==> config.mk <==
export PLATFORM = sky130hd
export DESIGN_NAME = fx_pt_requant_flat
export DESIGN_NICKNAME = d
export VERILOG_FILES = /design/src/rtl/fx_pt_pkg.sv /design/src/rtl/fx_pt_requant_if.sv /design/src/rtl/fx_pt_round_sat.sv /design/src/rtl/fx_pt_requant.sv /design/src/flat_wrapper.sv
export SDC_FILE = /design/constraint.sdc
export NUM_CORES = 1
export LEC_CHECK = 0
export BUFFER_PORTS_ARGS = -buffer_cell sky130_fd_sc_hd__buf_2
export CAP_MARGIN = 20
export CORE_ASPECT_RATIO = 0.5
export CORE_MARGIN = 5
export CORE_UTILIZATION = 40
export CTS_CLUSTER_DIAMETER = 30
export DETAILED_ROUTE_END_ITERATION = 6
export HOLD_SLACK_MARGIN = 0.03
export PLACE_DENSITY = 0.62
export SYNTH_ARGS = -nofsm -noshare
export SYNTH_HDL_FRONTEND = slang
export SYNTH_HIERARCHICAL = 1
export SYNTH_SLANG_ARGS = --single-unit
export TNS_END_PERCENT = 5
==> constraint.sdc <==
create_clock -name clk -period 2.7 [get_ports clk]
set_clock_uncertainty 0.2 [all_clocks]
set_input_delay 0.135 -clock clk [delete_from_list [all_inputs] [get_ports clk]]
set_output_delay 0.135 -clock clk [all_outputs]
set_load 0.02 [all_outputs]
==> src/rtl/fx_pt_pkg.sv <==
// Shared fixed-point definitions: number-encoding codes and the saturation limit helper
// used by both the adder and the requantiser.
package fx_pt_pkg;

   localparam int FX_UNSIGNED = 0;
   localparam int FX_TWOS     = 1;
   localparam int FX_SIGNMAG  = 2;

   // Largest magnitude representable in a width-bit word of the given encoding and sign.
   function automatic logic [63:0] fx_sat_limit(input int sgn, input int width, input logic neg);
      logic [63:0] half;
      half = 64'd1 << (width - 1);
      if (sgn == FX_UNSIGNED)
         return (64'd1 << width) - 64'd1;
      else if (sgn == FX_TWOS)
         return neg ? half : half - 64'd1;
      else
         return half - 64'd1;
   endfunction

endpackage

==> src/rtl/fx_pt_requant_if.sv <==
// Handshake bundle for the requantiser: widened sum word in, narrowed operand word plus
// status flags out.
interface fx_pt_requant_if #(
   parameter int WIDTH = 15
);
   logic               in_valid;
   logic               in_ready;
   logic [2*WIDTH:0]   sum;
   logic               out_valid;
   logic               out_ready;
   logic [WIDTH-1:0]   q;
   logic               ovf;
   logic               inexact;

   modport master (
      output in_valid, sum, out_ready,
      input  in_ready, out_valid, q, ovf, inexact
   );

   modport slave (
      input  in_valid, sum, out_ready,
      output in_ready, out_valid, q, ovf, inexact
   );
endinterface

==> src/rtl/fx_pt_round_sat.sv <==
// Combinational round-to-nearest-even, saturation and re-encoding of a sign/magnitude
// pair into a WIDTH-bit word.
module fx_pt_round_sat
   import fx_pt_pkg::*;
#(
   parameter int SGN   = 2,
   parameter int WIDTH = 15,
   parameter int SHIFT = 14
) (
   input  logic [2*WIDTH:0]  mag,
   input  logic              sign,
   output logic [WIDTH-1:0]  q,
   output logic              ovf,
   output logic              inexact
);
   localparam int MW = 2*WIDTH + 1;
   localparam int KW = MW - SHIFT;
   localparam logic [MW-1:0] STICKY_MASK = (MW'(1) << (SHIFT - 1)) - MW'(1);

   logic [KW-1:0]     kept;
   logic              guard;
   logic              sticky;
   logic              round_up;
   logic [KW:0]       rnd;
   logic [63:0]       limit;
   logic [WIDTH-1:0]  res_mag;

   always_comb begin
      kept     = KW'(mag >> SHIFT);
      guard    = mag[SHIFT-1];
      sticky   = |(mag & STICKY_MASK);
      // Ties go to the even kept value; magnitude rounding is symmetric about zero.
      round_up = guard & (sticky | kept[0]);
      rnd      = {1'b0, kept} + {{KW{1'b0}}, round_up};
      limit    = fx_sat_limit(SGN, WIDTH, sign);

      if (64'(rnd) > limit) begin
         res_mag = WIDTH'(limit);
         ovf     = 1'b1;
         inexact = 1'b0;
      end else begin
         res_mag = WIDTH'(rnd);
         ovf     = 1'b0;
         inexact = guard | sticky;
      end

      q = '0;
      if (res_mag != '0) begin
         if (SGN == FX_TWOS)
            q = sign ? -res_mag : res_mag;
         else if (SGN == FX_UNSIGNED)
            q = res_mag;
         else
            q = {sign, res_mag[WIDTH-2:0]};
      end
   end

endmodule

==> src/rtl/fx_pt_requant.sv <==
// Two-stage requantiser: decodes a widened sum into sign/magnitude, then rounds,
// saturates and re-encodes into a WIDTH-bit word behind a valid/ready handshake.
module fx_pt_requant
   import fx_pt_pkg::*;
#(
   parameter int SGN      = 2,
   parameter int WIDTH    = 15,
   parameter int IN_FRAC  = 15,
   parameter int OUT_FRAC = 1
) (
   input  logic            clk,
   input  logic            rst_n,
   fx_pt_requant_if.slave  bus
);
   localparam int SHIFT = IN_FRAC - OUT_FRAC;
   localparam int MW    = 2*WIDTH + 1;

   logic              dec_sign;
   logic [MW-1:0]     dec_mag;
   logic              vld_p1;
   logic              sign_p1;
   logic [MW-1:0]     mag_p1;
   logic              ready_p1;
   logic              adv_p2;
   logic              out_valid_p2;
   logic [WIDTH-1:0]  q_p2;
   logic              ovf_p2;
   logic              inexact_p2;
   logic [WIDTH-1:0]  rs_q;
   logic              rs_ovf;
   logic              rs_inexact;

   always_comb begin
      dec_sign = 1'b0;
      dec_mag  = bus.sum;
      if (SGN == FX_TWOS) begin
         dec_sign = bus.sum[MW-1];
         dec_mag  = dec_sign ? -bus.sum : bus.sum;
      end else if (SGN != FX_UNSIGNED) begin
         dec_sign = bus.sum[MW-1];
         dec_mag  = {1'b0, bus.sum[MW-2:0]};
      end
      if (dec_mag == '0)
         dec_sign = 1'b0;
   end

   assign adv_p2   = !out_valid_p2 || bus.out_ready;
   assign ready_p1 = !vld_p1 || adv_p2;

   // Stage 1: decoded sign/magnitude
   always_ff @(posedge clk) begin
      if (bus.in_valid && ready_p1) begin
         sign_p1 <= dec_sign;
         mag_p1  <= dec_mag;
      end
   end

   fx_pt_round_sat #(
      .SGN   (SGN),
      .WIDTH (WIDTH),
      .SHIFT (SHIFT)
   ) u_round_sat (
      .mag     (mag_p1),
      .sign    (sign_p1),
      .q       (rs_q),
      .ovf     (rs_ovf),
      .inexact (rs_inexact)
   );

   // Stage 2: rounded, saturated, encoded result
   always_ff @(posedge clk or negedge rst_n) begin
      if (!rst_n) begin
         vld_p1       <= 1'b0;
         out_valid_p2 <= 1'b0;
         q_p2         <= '0;
         ovf_p2       <= 1'b0;
         inexact_p2   <= 1'b0;
      end else begin
         if (ready_p1)
            vld_p1 <= bus.in_valid;
         if (adv_p2) begin
            out_valid_p2 <= vld_p1;
            if (vld_p1) begin
               q_p2       <= rs_q;
               ovf_p2     <= rs_ovf;
               inexact_p2 <= rs_inexact;
            end
         end
      end
   end

   assign bus.in_ready  = ready_p1;
   assign bus.out_valid = out_valid_p2;
   assign bus.q         = q_p2;
   assign bus.ovf       = ovf_p2;
   assign bus.inexact   = inexact_p2;

endmodule

==> src/flat_wrapper.sv <==
// flat-port wrapper written by rule: the top's interface ports become plain ports
module fx_pt_requant_flat import fx_pt_pkg::*;
#(
   parameter int SGN      = 2,
   parameter int WIDTH    = 15,
   parameter int IN_FRAC  = 15,
   parameter int OUT_FRAC = 1
)
  (clk, rst_n, bus_in_valid, bus_sum, bus_out_ready, bus_in_ready, bus_out_valid, bus_q, bus_ovf, bus_inexact);
  fx_pt_requant_if #(.WIDTH(WIDTH)) bus_i ();
  input  logic clk;
  input  logic rst_n;
  input wire logic [$bits(bus_i.in_valid)-1:0] bus_in_valid;
  input wire logic [$bits(bus_i.sum)-1:0] bus_sum;
  input wire logic [$bits(bus_i.out_ready)-1:0] bus_out_ready;
  output wire logic [$bits(bus_i.in_ready)-1:0] bus_in_ready;
  output wire logic [$bits(bus_i.out_valid)-1:0] bus_out_valid;
  output wire logic [$bits(bus_i.q)-1:0] bus_q;
  output wire logic [$bits(bus_i.ovf)-1:0] bus_ovf;
  output wire logic [$bits(bus_i.inexact)-1:0] bus_inexact;
  assign bus_i.in_valid = bus_in_valid;
  assign bus_i.sum = bus_sum;
  assign bus_i.out_ready = bus_out_ready;
  assign bus_in_ready = bus_i.in_ready;
  assign bus_out_valid = bus_i.out_valid;
  assign bus_q = bus_i.q;
  assign bus_ovf = bus_i.ovf;
  assign bus_inexact = bus_i.inexact;
  fx_pt_requant #(.SGN(SGN), .WIDTH(WIDTH), .IN_FRAC(IN_FRAC), .OUT_FRAC(OUT_FRAC)) u_core (.clk(clk), .rst_n(rst_n), .bus(bus_i));
endmodule
==> out/qor.csv <==
stage,metric,value,unit
status,outcome,"finished, final reports clean",
global_routing,grt_max_degree,32,
final_layout,syn_to_final_growth,35.6,%
final_layout,area.sequential,1410,um^2
final_layout,design_area,3160,um^2
synthesis,synth_edf_count,31,
setup_path,crit_type,reg2reg,
synthesis,synthMuxAreaShare,10.7,%
synthesis,synthFlopType,edfxtp_1,
setup_path,cpPeakStageDelay,0.54,ns
sta,whs,0.0656,ns
clock_network,cts.reportedPaths.clkPinSlew,0.07,ns
floorplan,die_w,118,um
synthesis,yosys_register_bits,50,
power_and_ir_drop,leakage,1.21,nW
drt,vias,1696,
global_routing,grt_pass1_wl,8940,um
floorplan,ios,54,
sta,final_hold_viol_count,0,
setup_path,critPathLaunchType,flop,
drt,drtAntennaViolNets,0,
drt,met3_length,279,um
synthesis,synth_top_family_by_area,simple AND/OR/NAND/NOR gates,
global_routing,antenna_found_initial,0,
floorplan,initial_core_util,41.9,%
placement,routabilityCongestion,0.888,
synthesis,synth_common_cells,"edfxtp_1 (31), dfrtp_1 (19), nand2_1 (16)",
setup_path,path_buf_inv,1,
drt,wl_per_cell,15.4,um
power_and_ir_drop,finalPower,1.77,mW
global_routing,overflow,0,
setup_path,cp_max_fo,16,
flow_run,cap_violations,0,
synthesis,synth_top_cell_area_share,39.9,%
synthesis,ys_types,39,
worst_hold_path,hp-class,in2reg,
drt,dr.max_layer_used,met4,
synthesis,synth_xor_area_share,3.76,%
clock_network,postCtsSetupBuffers,0,
sta,fmaxAchievable,402,MHz
global_routing,grt_pass1_vias,1815,
drt,drc,0,
floorplan,die_area,7550,um^2
synthesis,synth_compound_area_share,4.72,%
placement,placed_area,2680,um^2
final_layout,nNetsFinal,306,
sta,setup_violations,0,
sta,grt_setup_unrepaired,no,
floorplan,rows,19,
sta,maxSlewViolCount,0,
synthesis,seq_area_frac_synth,60.3,%
final_layout,fillerInstances,462,
synthesis,synth_cells,176,
sta,fin_tns_setup,0,ns
drt,route.final.wire_length,5310,um
clock_network,root_buffer,clkbuf_16,
global_routing,track_usage,14.8,%
setup_path,required,2.68,ns
final_layout,antenna_cells,0,
clock_network,cts_tree,yes,
synthesis,yosysMostFrequentCell,edfxtp_1,
clock_network,cts.sinks,50,
clock_network,htreeDepth,2,
drt,dr.pass1.iters,4,
sta,setup_ws,0.211,ns
floorplan,die_h,64.0,um
placement,port_buffers,53,
setup_path,slowest_stage,edfxtp_1,
synthesis,avgSynthCellArea,13.2,um^2
synthesis,synthArstFlopShare,38.0,%
synthesis,syn_area,2330,um^2
placement,hpwl,3730,um
sta,fin_crit_sh,92.2,%
setup_path,cp-end-kind,flop,
drt,avgViaCountPerCell,4.93,
floorplan,fp.coreArea,5560,um^2
synthesis,synthAdderAreaFrac,0.537,%
clock_network,cts_buffer_depth,2,
synthesis,synth_largest_area_cell,edfxtp_1,
placement,pre_cts_ws,0.277,ns
clock_network,worstSkewPairLatency,0.29,ns
drt,wl_met1,2630,um
drt,route.met2.wl,2370,um
power_and_ir_drop,peakVddDrop,0.000329,V
synthesis,yosys.area_share.simple,18.2,%
sta,min_period,2.49,ns
setup_path,cp.arrival,2.47,ns
drt,first_iter_violations,77,
synthesis,synth_area_leaders,"edfxtp_1 (40%), dfrtp_1 (20%), mux2_4 (6.4%)",
setup_path,path_cells,"nand4_1, nor4_4, mux2i_1, buf_4, o211a_1, a31oi_1, mux2_2",
final_layout,multi_input_area,891,um^2
synthesis,ys_warn_count,6,
clock_network,cts_made_buffers,5,
setup_path,cp_top_family,simple AND/OR/NAND/NOR gates,
final_layout,drive_above_1_share,31.0,%
power_and_ir_drop,powerDensity,560,nW/um^2
## layout by cell type, fill, tap and decap left out, types with 2 or more instances in the layout
cell,count
nor4_1,9
o21ai_0,4
a21oi_1,5
a211o_1,2
buf_2,53
nand2_1,16
and2_1,3
mux2i_1,2
o211ai_1,2
clkbuf_16,5
nand3_1,3
dlygate4sd3_1,34
nor2_1,13
conb_1,2
or3_1,3
nand2b_1,2
buf_4,2
mux2_4,10
edfxtp_1,31
nor2b_1,3
mux2_2,7
and3_1,2
nand4_1,8
xnor2_1,3
nor3_1,3
inv_1,2
xor2_1,7
dfrtp_1,19
## flip-flops by register name (all words and copies together), names as in the netlist
name / count
u_core/bus.q: 15
u_core/sign_p1: 1
u_core/bus.ovf: 1
u_core/bus.out_valid: 1
u_core/mag_p1: 30
u_core/bus.inexact: 1
u_core/vld_p1: 1
## layout make-up
class	instances	share of cell area, %
Timing Repair Buffer	89	19.6
Clock inverter	3	0.633
Inverter	2	0.237
Tap cell	73	2.89
Sequential cell	50	44.5
Clock buffer	5	3.96
Multi-Input combinational cell	122	28.2
## worst reg2reg max path, stage by stage (launching register included)
cell      delay [ns]
edfxtp_1        0.54
nand4_1         0.24
nor4_4          0.35
mux2i_1         0.27
buf_4           0.23
o211a_1         0.17
a31oi_1         0.10
mux2_2          0.28
## layer usage
metal / up-vias / global-route usage [%]
li1: 840 / -
met1: 814 / 19.9
met2: 40 / 23.6
met3: 2 / 4.41
met4: 0 / 3.86
met5: - / 0
## cells by family after synthesis
kind of cell               Yosys count
DFF                                 50
adders and majority gates            1
xor gates and xnor gates            10
and+or+nand+nor                     73
other                                1
buffers and inverters                5
AOI/OAI and AO/OA                   17
muxes                               19
## final timing paths
kind / to / from / cells after the start / slack [ns]
worst max-delay path: u_core/bus.q[14]$_DFFE_PN0P_ / u_core/mag_p1[21]$_DFFE_PP_ / 7 / 0.21
worst min-delay path: u_core/bus.out_valid$_DFFE_PN0P_ / bus_out_ready / 3 / 0.07
worst max register to register: u_core/bus.q[14]$_DFFE_PN0P_ / u_core/mag_p1[21]$_DFFE_PP_ / 7 / 0.21
worst min register to register: u_core/bus.q[1]$_DFFE_PN0P_ / u_core/bus.q[1]$_DFFE_PN0P_ / 1 / 0.30
max in group asynchronous: u_core/bus.q[8]$_DFFE_PN0P_ / rst_n / 2 / 1.89
min in group asynchronous: u_core/bus.q[4]$_DFFE_PN0P_ / rst_n / 2 / 0.11
## repair_timing
item	CTS	global route
gates resized for setup	0	0
hold endpoints to repair	51	0
hold buffers	34	0
## power by group
part | internal [mW] | switching [mW]
registers | 0.872 | 0.0378
clock network | 0.344 | 0.279
logic | 0.118 | 0.119
total | 1.33 | 0.436
## through the flow
| step | instances | utilization (%) |
|---|---|---|
| 4_1_cts | 344 | 56.8 |
| 5_1_grt | 344 | 56.8 |
| 2_1_floorplan | 177 | - |
| 3_3_place_gp | 302 | 48.1 |
| 3_5_place_dp | 302 | 48.1 |
| 6_report | 344 | 56.8 |
No activity file was read; power rests on OpenSTA's default activity.
